<file path="src/rtl/uart_arb_pkg.sv">
// Shared types and limits for the UART transmit arbiter.
// Contents:
//   NUM_REQ_MAX  - largest supported requester count
//   BYTE_W       - nominal UART byte width
//   byte_t       - one UART byte
//   arb_state_t  - arbiter FSM states (IDLE, SEND, WAIT)
package uart_arb_pkg;

    localparam int unsigned NUM_REQ_MAX = 8;
    localparam int unsigned BYTE_W      = 8;

    typedef logic [BYTE_W-1:0] byte_t;

    typedef enum logic [1:0] {
        IDLE = 2'd0,
        SEND = 2'd1,
        WAIT = 2'd2
    } arb_state_t;

endpackage

</file>
<file path="src/rtl/uart_rr_picker.sv">
// Combinational round-robin picker: finds the first set bit of the valid
// vector at or after the pointer, wrapping modulo NUM_REQ.
// Ports:
//   valid    in   NUM_REQ  candidate vector
//   ptr      in   IDX_W    search start position
//   found_c  out  1        at least one candidate is set
//   idx_c    out  IDX_W    index of the chosen candidate (0 when none)
module uart_rr_picker
    import uart_arb_pkg::*;
#(
    parameter int unsigned NUM_REQ = 4,
    parameter int unsigned IDX_W   = 2
) (
    input  logic [NUM_REQ-1:0] valid,
    input  logic [IDX_W-1:0]   ptr,
    output logic               found_c,
    output logic [IDX_W-1:0]   idx_c
);

    logic [IDX_W-1:0] cand;

    // Walk the offsets in priority order; the first hit wins.
    always_comb begin
        found_c = 1'b0;
        idx_c   = '0;
        cand    = '0;
        for (int unsigned i = 0; i < NUM_REQ; i++) begin
            cand = IDX_W'((32'(ptr) + i) % NUM_REQ);
            if (!found_c && valid[cand]) begin
                found_c = 1'b1;
                idx_c   = cand;
            end
        end
    end

endmodule

</file>
<file path="src/rtl/uart_tx_arbiter.sv">
// Shares one UART transmitter between NUM_REQ byte producers using a
// round-robin grant. One byte is issued per frame; the next grant waits
// for the transmitter's done pulse.
// Optional feature: define UART_ARB_LOCK_EN to keep the grant on one
// requester until it delivers a byte flagged with i_Req_Last.
// Ports:
//   clk          in   1               system clock
//   reset_n      in   1               async active-low reset
//   i_Req_Valid  in   NUM_REQ         requester k holds a byte
//   i_Req_Byte   in   NUM_REQ*DATA_W  byte k at [k*DATA_W +: DATA_W]
//   i_Req_Last   in   NUM_REQ         last byte of message (lock build only)
//   o_Req_Ready  out  NUM_REQ         one-cycle pulse: byte k accepted
//   o_Tx_Byte    out  DATA_W          byte to the transmitter
//   o_Tx_Ready   out  1               one-cycle start pulse to the transmitter
//   i_Tx_Done    in   1               transmitter frame complete
//   o_Grant      out  IDX_W           current/last granted requester
//   o_Busy       out  1               high outside IDLE
module uart_tx_arbiter
    import uart_arb_pkg::*;
#(
    parameter  int unsigned NUM_REQ = 4,
    parameter  int unsigned DATA_W  = 8,
    localparam int unsigned IDX_W   = $clog2(NUM_REQ)
) (
    input  logic                      clk,
    input  logic                      reset_n,
    input  logic [NUM_REQ-1:0]        i_Req_Valid,
    input  logic [NUM_REQ*DATA_W-1:0] i_Req_Byte,
    input  logic [NUM_REQ-1:0]        i_Req_Last,
    output logic [NUM_REQ-1:0]        o_Req_Ready,
    output logic [DATA_W-1:0]         o_Tx_Byte,
    output logic                      o_Tx_Ready,
    input  logic                      i_Tx_Done,
    output logic [IDX_W-1:0]          o_Grant,
    output logic                      o_Busy
);

    if (NUM_REQ < 2 || NUM_REQ > NUM_REQ_MAX) begin : g_cfg_check
        $error("uart_tx_arbiter: NUM_REQ out of range");
    end

    arb_state_t         state;
    logic [IDX_W-1:0]   rr_ptr;
    logic [NUM_REQ-1:0] eligible;
    logic               pick_found;
    logic [IDX_W-1:0]   pick_idx;
    logic [IDX_W-1:0]   next_ptr;

`ifdef UART_ARB_LOCK_EN
    logic locked;

    // While locked, only the owner (held in o_Grant) may be picked.
    always_comb begin
        eligible = i_Req_Valid;
        if (locked) begin
            eligible = i_Req_Valid & (NUM_REQ'(1) << o_Grant);
        end
    end

    // The requester holds its byte and last flag stable until accepted,
    // so sampling the flag at capture equals sampling it at acceptance.
    always_ff @(posedge clk or negedge reset_n) begin
        if (!reset_n) begin
            locked <= 1'b0;
        end else if (state == IDLE && pick_found) begin
            locked <= !i_Req_Last[pick_idx];
        end
    end
`else
    logic unused_last;

    assign unused_last = ^i_Req_Last;

    always_comb begin
        eligible = i_Req_Valid;
    end
`endif

    uart_rr_picker #(
        .NUM_REQ (NUM_REQ),
        .IDX_W   (IDX_W)
    ) u_picker (
        .valid   (eligible),
        .ptr     (rr_ptr),
        .found_c (pick_found),
        .idx_c   (pick_idx)
    );

    assign next_ptr = (pick_idx == IDX_W'(NUM_REQ - 1)) ? '0 : IDX_W'(pick_idx + 1'b1);

    // Arbiter FSM; strobes default low and are raised only on entry to SEND.
    always_ff @(posedge clk or negedge reset_n) begin
        if (!reset_n) begin
            state       <= IDLE;
            rr_ptr      <= '0;
            o_Req_Ready <= '0;
            o_Tx_Byte   <= '0;
            o_Tx_Ready  <= 1'b0;
            o_Grant     <= '0;
            o_Busy      <= 1'b0;
        end else begin
            o_Tx_Ready  <= 1'b0;
            o_Req_Ready <= '0;
            case (state)
                IDLE: begin
                    if (pick_found) begin
                        o_Tx_Byte   <= i_Req_Byte[32'(pick_idx) * DATA_W +: DATA_W];
                        o_Grant     <= pick_idx;
                        rr_ptr      <= next_ptr;
                        o_Tx_Ready  <= 1'b1;
                        o_Req_Ready <= NUM_REQ'(1) << pick_idx;
                        o_Busy      <= 1'b1;
                        state       <= SEND;
                    end
                end
                SEND: begin
                    state <= WAIT;
                end
                WAIT: begin
                    if (i_Tx_Done) begin
                        o_Busy <= 1'b0;
                        state  <= IDLE;
                    end
                end
                default: begin
                    o_Busy <= 1'b0;
                    state  <= IDLE;
                end
            endcase
        end
    end

endmodule

</file>
<file path="config.mk">
export PLATFORM = sky130hd
export DESIGN_NAME = uart_tx_arbiter
export DESIGN_NICKNAME = d
export VERILOG_FILES = /design/src/rtl/uart_arb_pkg.sv /design/src/rtl/uart_rr_picker.sv /design/src/rtl/uart_tx_arbiter.sv
export SDC_FILE = /design/constraint.sdc
export NUM_CORES = 1
export LEC_CHECK = 0
export BUFFER_PORTS_ARGS = -buffer_cell sky130_fd_sc_hd__buf_4
export CAP_MARGIN = 30
export CORE_AREA = 2 2 70 72
export CTS_BUF_LIST = sky130_fd_sc_hd__clkbuf_4 sky130_fd_sc_hd__clkbuf_8 sky130_fd_sc_hd__clkbuf_16
export DETAILED_ROUTE_END_ITERATION = 6
export DIE_AREA = 0 0 72 74
export MAX_ROUTING_LAYER = met4
export PLACE_DENSITY = 0.47
export SETUP_SLACK_MARGIN = 0.5
export SLEW_MARGIN = 20
export SYNTH_ARGS = -nofsm -noshare
export SYNTH_HDL_FRONTEND = slang
export SYNTH_HIERARCHICAL = 1
export SYNTH_SLANG_ARGS = --single-unit
</file>
<file path="constraint.sdc">
create_clock -name clk -period 2.75 [get_ports clk]
set_clock_uncertainty 0.15 [all_clocks]
set_input_delay 0.55 -clock clk [delete_from_list [all_inputs] [get_ports clk]]
set_output_delay 0.55 -clock clk [all_outputs]
set_load 0.01 [all_outputs]
</file>
==> Yosys cells after proc, flatten, opt, wreduce, memory -nomap -nowiden <==
Index checks and enable logic that the tools add are counted.
{ "totals": {"register_bits": 20} }
{ "classes": {"add_sub_neg": 4, "n_lt_le_gt_ge": 4, "n_eq_ne": 5, "shift": 2, "mux": 27, "bitwise": 1, "reduce_logical": 10} }
{ "op_table": {"columns": ["operator", "n"], "rows": [
  ["32-bit by 6-bit indexed part select with 8-bit output", 1],
  ["2-bit two-way mux", 7],
  ["2-bit by 3-bit less-than comparator with 1-bit output (second input constant)", 4],
  ["1-bit two-way mux", 12],
  ["1-bit binary-select mux with 2-bit select", 4],
  ["4-bit two-way mux", 2],
  ["2-bit one-hot mux with 3 select lines", 1],
  ["2-bit by 1-bit adder with 2-bit output (second input constant)", 2],
  ["2-bit adder (second input constant)", 2],
  ["2-bit == test (second input constant)", 2],
  ["2-bit != test (second input constant)", 2],
  ["2-bit AND reduction", 2],
  ["1-bit by 2-bit << shifter with 4-bit output (first input constant)", 1],
  ["1-bit logical AND", 3],
  ["1-bit zero test", 3],
  ["1-bit one-hot mux with 3 select lines", 1],
  ["3-bit AND reduction", 1],
  ["2-bit by 1-bit == test with 1-bit output (second input constant)", 1],
  ["2-bit zero test", 1],
  ["1-bit NOT", 1]
]} }

==> Depth between registers and ports, before layout <==
Gate-level depths: netlist of the first run.
{ "depth": {"depth_word": 15, "depth_mapped": 8} }

==> Hierarchy <==
The synthesis of the first run kept the hierarchy.
{ "modules_own_cells": {"columns": ["module", "n_inst", "cells_each", "area_each_um2", "seq_area_each_um2"], "rows": [
  ["uart_tx_arbiter", 1, 86, 1017.2, 500.5],
  ["uart_rr_picker", 1, 15, 77.6, 0.0]
]} }

==> Least setup slack after synthesis of the first run <==
No wires, ideal clock.
{ "synth_path": {"kind": "in2reg", "startpoint": "in i_Req_Valid[1]", "endpoint": "reg o_Tx_Byte[7]", "setup_ns": 0.116, "arrival_time_ns": 1.980, "path_slack_ns": 0.504, "stages": 7, "cell_sequence": "inv_1 a221o_1 a21oi_1 buf_6 mux4_2 nand2_2 nand2_1"} }
{ "synth_between": {"elab_chain_len": 13} }
{ "synth_lines": {"columns": ["item", "line", "text"], "rows": [
  ["start, declared", "uart_tx_arbiter.sv:27", "input logic [NUM_REQ-1:0] i_Req_Valid,"],
  ["1-bit binary-select mux with 2-bit select", "uart_rr_picker.sv:29", "if (!found_c && valid[cand]) begin"],
  ["1-bit two-way mux (not written as such)", "uart_rr_picker.sv:29", null],
  ["1-bit two-way mux", "uart_rr_picker.sv:29", null],
  ["1-bit zero test", "uart_rr_picker.sv:29", null],
  ["1-bit logical AND", "uart_rr_picker.sv:29", null],
  ["1-bit two-way mux", "uart_rr_picker.sv:29", null],
  ["1-bit zero test", "uart_rr_picker.sv:29", null],
  ["1-bit logical AND", "uart_rr_picker.sv:29", null],
  ["1-bit two-way mux", "uart_rr_picker.sv:29", null],
  ["1-bit zero test", "uart_rr_picker.sv:29", null],
  ["1-bit logical AND", "uart_rr_picker.sv:29", null],
  ["2-bit two-way mux *", "uart_rr_picker.sv:29", null],
  ["via pick_idx[0]", "uart_tx_arbiter.sv:46", "logic [IDX_W-1:0] pick_idx;"],
  ["32-bit by 6-bit indexed part select with 8-bit output *", "uart_tx_arbiter.sv:107", "o_Tx_Byte <= i_Req_Byte[32'(pick_idx) * DATA_W +: DATA_W];"],
  ["end signal, assigned", "uart_tx_arbiter.sv:107", null],
  ["end, declared", "uart_tx_arbiter.sv:31", "output logic [DATA_W-1:0] o_Tx_Byte,"]
]} }
The timed path passes the listed nets; every way through them passes the cells marked *. The select of a mux whose other input is x is not followed.
A chain may end at the register's enable or synchronous reset.

==> Final worst setup path of the first run <==
{ "layout_path": {"startpoint": "in i_Req_Valid[1]", "endpoint": "reg o_Tx_Byte[1]"} }
Same word-level chain as after synthesis.

==> results.yml, run 1 <==
grt:
  grt_remaining_overflow: 0
  grt_pass1_vias: 992
  grt_usage_pct: 10.7
  grt_antenna_before_repair: 0
  grt_pass1_wl_um: 4200
  grt_max_degree: 21
yosys:
  ys_seq_elements: 20
  synthesis.nets: 148
  syn_inst: 101
  yosysUniqueCellTypes: 21
  yosys_warnings: 6
  yosysSeqAreaShare_pct: 45.7
  avgSynthCellArea_um2: 10.8
  netlist_area_um2: 1090
clocking:
  clk_pin_slew_worst_paths_ns: 0.07
  postCtsHoldBufs: 0
  cts_buffer_depth: 2
  clk_latency_ns: 0.25
  numClockSinks: 20
  cts_tree: "yes"
  cts_made_buffers: 3
  postCtsSetupRepairBufs: 0
  cts_max_level: 1
  cts_resized: 0
  clockRootBuffer: "clkbuf_8"
sta:
  max_freq_mhz: 480
  setup_tns_ns: 0
  rsz0062_at_grt: "false"
  setup_viol: 0
  hold-worst-slack_ns: 0.00928
  min_period_ns: 2.08
  drv_slew: 0
  post-route-period-util_pct: 75.8
  slew-limit-headroom_pct: 70.8
  tightest_slew_ns: 0.439
  finalHoldViolCount: 0
cells_and_area:
  num-nets-final: 205
  drive_above_1_share_pct: 48.4
  instances_no_fill: 211
  syn_to_final_growth_pct: 45.0
  final_cell_mix: "buf_4, nand2_1, dfrtp_1"
  final_common_cell: "buf_4"
  diodes: 0
  fin_util_pct: 34.5
critical_path:
  critPathLaunchType: "input pin"
  required_ns: 2.75
  path_class: "in -> reg"
  path_max_fanout: 12
  crit_arrival_ns: 2.09
  worstSetupEndpointType: "register"
routing:
  top_layer_used: "met4"
  wl_met3_um: 279
  wl_um: 2580
  dr.pass1.iters: 4
  wl_per_cell_um: 12.2
  drt_iter0_markers: 18
  dr_total_vias: 927
  ant_nets: 0
  wl_met1_um: 969
  viasPerCell: 4.39
  route.met2.wl_um: 1280
  drc_errors: 0
pwr:
  p_sw_share_pct: 37.0
  peakVddDrop_uv: 299
  powerDensity_nw_per_um2: 941
  total_leakage_power_nw: 0.821
  p_sw_uw: 552
  p_seq_share_pct: 33.9
  pwr-share-clk_pct: 14.9
  p_comb_share_pct: 51.2
  internal_power_uw: 942
floorplanning:
  pin_count: 59
  fp.dieH_um: 74
  design.die.area_um2: 5330
  initial_utilization_pct: 23.8
  chipWidth_um: 72
  row_count: 25
  core_um2: 4600
worst_hold_path:
  worstHoldPathType: "in -> async"
placement:
  place.gp.congestion: 0.636
  dp.final_hpwl_um: 2130
  placed_cells: 207
  port_buffers: 54
run_status:
  status: "finished clean"
job:
  drv_cap: 0
[synthesized netlist by cell type, drive strengths merged]
cell | count | share of area [%]
nand2b | 1 | 0.57
o21ai | 5 | 2.3
nand2 | 32 | 11
clkinv | 1 | 1.5
nor2 | 2 | 0.69
a221o | 1 | 0.91
a21oi | 5 | 2.3
buf | 4 | 4.9
and2 | 4 | 2.7
o31ai | 1 | 0.69
clkbuf | 1 | 0.34
dfrtp | 20 | 46
inv | 9 | 3.1
nand3 | 1 | 0.46
ha | 4 | 4.6
o221ai | 1 | 0.80
or3b | 1 | 0.80
mux4 | 8 | 16
[metrics by stage]
step | worst slack [ns] | instance area [um2] | power, mW
after floorplan | 0.504 | 1090 | 1.05
after global placement | 0.399 | 1530 | 1.28
after detailed placement | 0.383 | 1530 | 1.30
after CTS | 0.652 | 1590 | 1.53
after global routing | 0.543 | 1590 | 1.63
final | 0.666 | 1590 | 1.49
[sequential cells by signal, summed over array words and instances (netlist names)]
name,cells
o_Busy,1
rr_ptr,2
o_Tx_Byte,8
o_Tx_Ready,1
state,2
o_Grant,2
o_Req_Ready,4
[worst max-delay path: stages]
cell and delay, ns:
buf_4 0.09, inv_1 0.05, a221o_1 0.34, a21oi_1 0.15, buf_4 0.25, mux4_2 0.53, nand2_1 0.08, nand2_1 0.04
[cell families after synthesis]
| family | count (synthesis) | share of synthesized area (%) |
|---|---|---|
| adders and majority gates | 4 | 4.57 |
| AOI/OAI and AO/OA | 13 | 6.97 |
| muxes | 8 | 16.5 |
| DFF | 20 | 45.7 |
| buffers and inverters | 15 | 9.83 |
| and+or+nand+nor | 41 | 16.5 |
[final timing paths]
| check | start | endpoint | slack (ns) | depth (start not counted) |
|---|---|---|---|---|
| worst max-delay path | i_Req_Valid[1] | o_Tx_Byte[1] | 0.67 | 8 |
| worst min-delay path | reset_n | o_Tx_Byte[6] | 0.009 | 1 |
| worst max register to register | rr_ptr[0] | o_Tx_Byte[1] | 0.68 | 7 |
| worst min register to register | o_Tx_Byte[1] | o_Tx_Byte[1] | 0.33 | 2 |
| max in group asynchronous | reset_n | o_Req_Ready[3] | 2.24 | 1 |
| min in group clk | o_Tx_Byte[1] | o_Tx_Byte[1] | 0.33 | 2 |
[metal layers]
metal  global-route usage (%)  vias to the layer above
li1                         -                      447
met1                     11.8                      423
met2                     17.5                       53
met3                     2.98                        4
met4                     5.87                        0
met5                        -                        -
[power groups by stage]
| stage | combinational, mW | sequential, mW | clock (mW) |
|---|---|---|---|
| detailed placement | 0.786 | 0.514 | 0 |
| floorplan | 0.497 | 0.553 | 0 |
| global placement | 0.767 | 0.510 | 0 |
| CTS | 0.787 | 0.509 | 0.233 |
| global route | 0.864 | 0.523 | 0.246 |
| finish | 0.765 | 0.506 | 0.223 |
[area by class of cell]
| class | count | area, um2 |
|---|---|---|
| fill | 462 | 3010 |
| sequential | 20 | 500 |
| multi-input combinational | 66 | 487 |
| timing repair buffer | 57 | 428 |
| tap | 54 | 67.6 |
| clock buffer | 4 | 55.1 |
| inverter | 10 | 50.0 |
Power figures use the tool's default switching activity.
==> run 2: changes to the inputs <==
- clock period: 2.75 -> 2.2 ns (I/O delays scaled with it)
==> run 2 against run 1 <==
Net effect:
- die area is the same
- critical endpoint is now o_Tx_Byte[7]
- critical path type is now reg -> reg
- setup slack got worse by 0.43 ns
- critical path depth shrank 2
==> results.yml, run 2 (same netlist as run 1, synthesis figures left out) <==
worst_hold_path:
  hold_depth: 4
  worstHoldStart: "i_Tx_Done"
  worstHoldPathType: "in -> reg"
  holdPathEnd: "o_Busy"
clocking:
  clk_latency_ns: 0.25
  cts_buffer_depth: 2
  cts_made_buffers: 3
  numClockSinks: 20
  clk_pin_slew_worst_paths_ns: 0.07
  cts_tree: "yes"
  cts_max_level: 1
  clockRootBuffer: "clkbuf_8"
floorplanning:
  chipWidth_um: 72
  initial_utilization_pct: 23.8
  design.die.area_um2: 5330
  core_um2: 4600
  row_count: 25
  fp.dieH_um: 74
  pin_count: 59
sta:
  finalHoldViolCount: 0
  min_period_ns: 1.96
  post-route-period-util_pct: 89.1
  slew-limit-headroom_pct: 82.1
  setup_tns_ns: 0
  rsz0062_at_grt: "true"
  setup_viol: 0
  fin_ws_ns: 0.239
  max_freq_mhz: 510
  tightest_slew_ns: 0.269
  drv_slew: 0
routing:
  wl_per_cell_um: 12.3
  drc_errors: 0
  wl_um: 2660
  dr_total_vias: 942
  dr.pass1.iters: 4
  drt_iter0_markers: 18
  ant_nets: 0
  viasPerCell: 4.36
placement:
  port_buffers: 54
  preCtsSetupSlack_ns: 0.0264
  dp.final_hpwl_um: 2050
  place.gp.congestion: 0.681
grt:
  grt_remaining_overflow: 0
  grt_antenna_before_repair: 0
  grt_max_degree: 21
  grt_usage_pct: 10.8
  grt_pass1_vias: 1015
  grt_pass1_wl_um: 4260
critical_path:
  rr_worst_depth: 6
  worstSetupEndpointType: "register"
  required_ns: 2.19
  path_max_fanout: 10
  worstReg2RegStart: "rr_ptr[1]"
  path_class: "reg -> reg"
  crit_arrival_ns: 1.96
  r2r_slack_ns: 0.24
  r2r_end: "o_Tx_Byte[7]"
  critPathLaunchType: "register"
pwr:
  total_leakage_power_nw: 0.848
  powerDensity_nw_per_um2: 1190
  peakVddDrop_uv: 399
cells_and_area:
  largest_register: "o_Tx_Byte"
  num-nets-final: 210
  drive_above_1_share_pct: 52.5
  syn_to_final_growth_pct: 51.3
  final_cell_mix: "buf_4, nand2_1, dfrtp_1"
  diodes: 0
  nFillCells: 472
  seqCellArea_um2: 502
  final_common_cell: "buf_4"
  largest_reg_flops: 8
  reg.largest.list: "o_Tx_Byte (8), o_Req_Ready (4)"
  multi_input_area_um2: 500
run_status:
  status: "finished clean"
job:
  drv_cap: 0
-- run 2: metrics by stage --
step | instance area (um2) | hold slack, ns | std cells | utilization [%] | power, mW
2_1_floorplan | 1100 | -0.00559 | 101 | - | 1.32
5_1_grt | 1660 | 0.344 | 216 | 36.0 | 2.15
6_report | 1660 | 0.308 | 216 | 36.0 | 1.97
3_3_place_gp | 1560 | 0.179 | 208 | 33.9 | 1.65
4_1_cts | 1640 | 0.308 | 215 | 35.6 | 1.98
3_5_place_dp | 1560 | 0.185 | 208 | 33.9 | 1.67
-- run 2: power by group --
| part | switching, mW | internal [mW] | total [mW] | leakage [nW] |
|---|---|---|---|---|
| sequential | 0.0947 | 0.540 | 0.634 | 0.249 |
| combinational | 0.511 | 0.554 | 1.07 | 0.571 |
| clock | 0.113 | 0.159 | 0.272 | 0.0288 |
| total | 0.719 | 1.25 | 1.97 | 0.848 |
-- run 2: final cells by class --
type | count | share of cell area, %
inverters | 10 | 3.02
well taps | 54 | 4.08
repair buffers | 62 | 29.1
multi-input cells | 66 | 30.2
flip-flops and latches | 20 | 30.3
clock buffers | 4 | 3.32
-- run 2: worst max-delay path: stages, from the launching register on --
cell and delay (ns):
dfrtp_2 0.44, a221o_1 0.29, a21oi_2 0.19, buf_12 0.17
mux4_2 0.51, nand2_2 0.06, nand2_1 0.04
-- run 2: what timing repair did --
action,4_1_cts,5_1_grt
gates cloned,0,1
hold buffers,1,0
hold endpoints to repair,20,0
resized for setup,0,4
setup endpoints to repair,12,14
buffers inserted,2,0
-- run 2: worst max path at each step --
| stage | start | end | slack [ns] |
|---|---|---|---|
| finish | rr_ptr[1] | o_Tx_Byte[7] | 0.24 |
| global route | rr_ptr[0] | o_Tx_Byte[5] | 0.12 |
| CTS | rr_ptr[0] | o_Tx_Byte[7] | 0.23 |
| detailed placement | i_Req_Valid[2] | o_Tx_Byte[7] | 0.03 |
| global placement | i_Req_Valid[2] | o_Tx_Byte[7] | 0.03 |
| floorplan | i_Req_Valid[2] | o_Tx_Byte[7] | 0.19 |
-- run 2: routing by layer --
layer  wire, um  vias to the layer above  part of all wire, %  GRT usage [%]
met3        217                        4                  8.2           2.85
met2       1300                       42                   49           18.3
met5          0                        -                    0              -
met4         55                        0                  2.1           5.66
li1           -                      457                    -              -
met1       1090                      439                   41           11.7
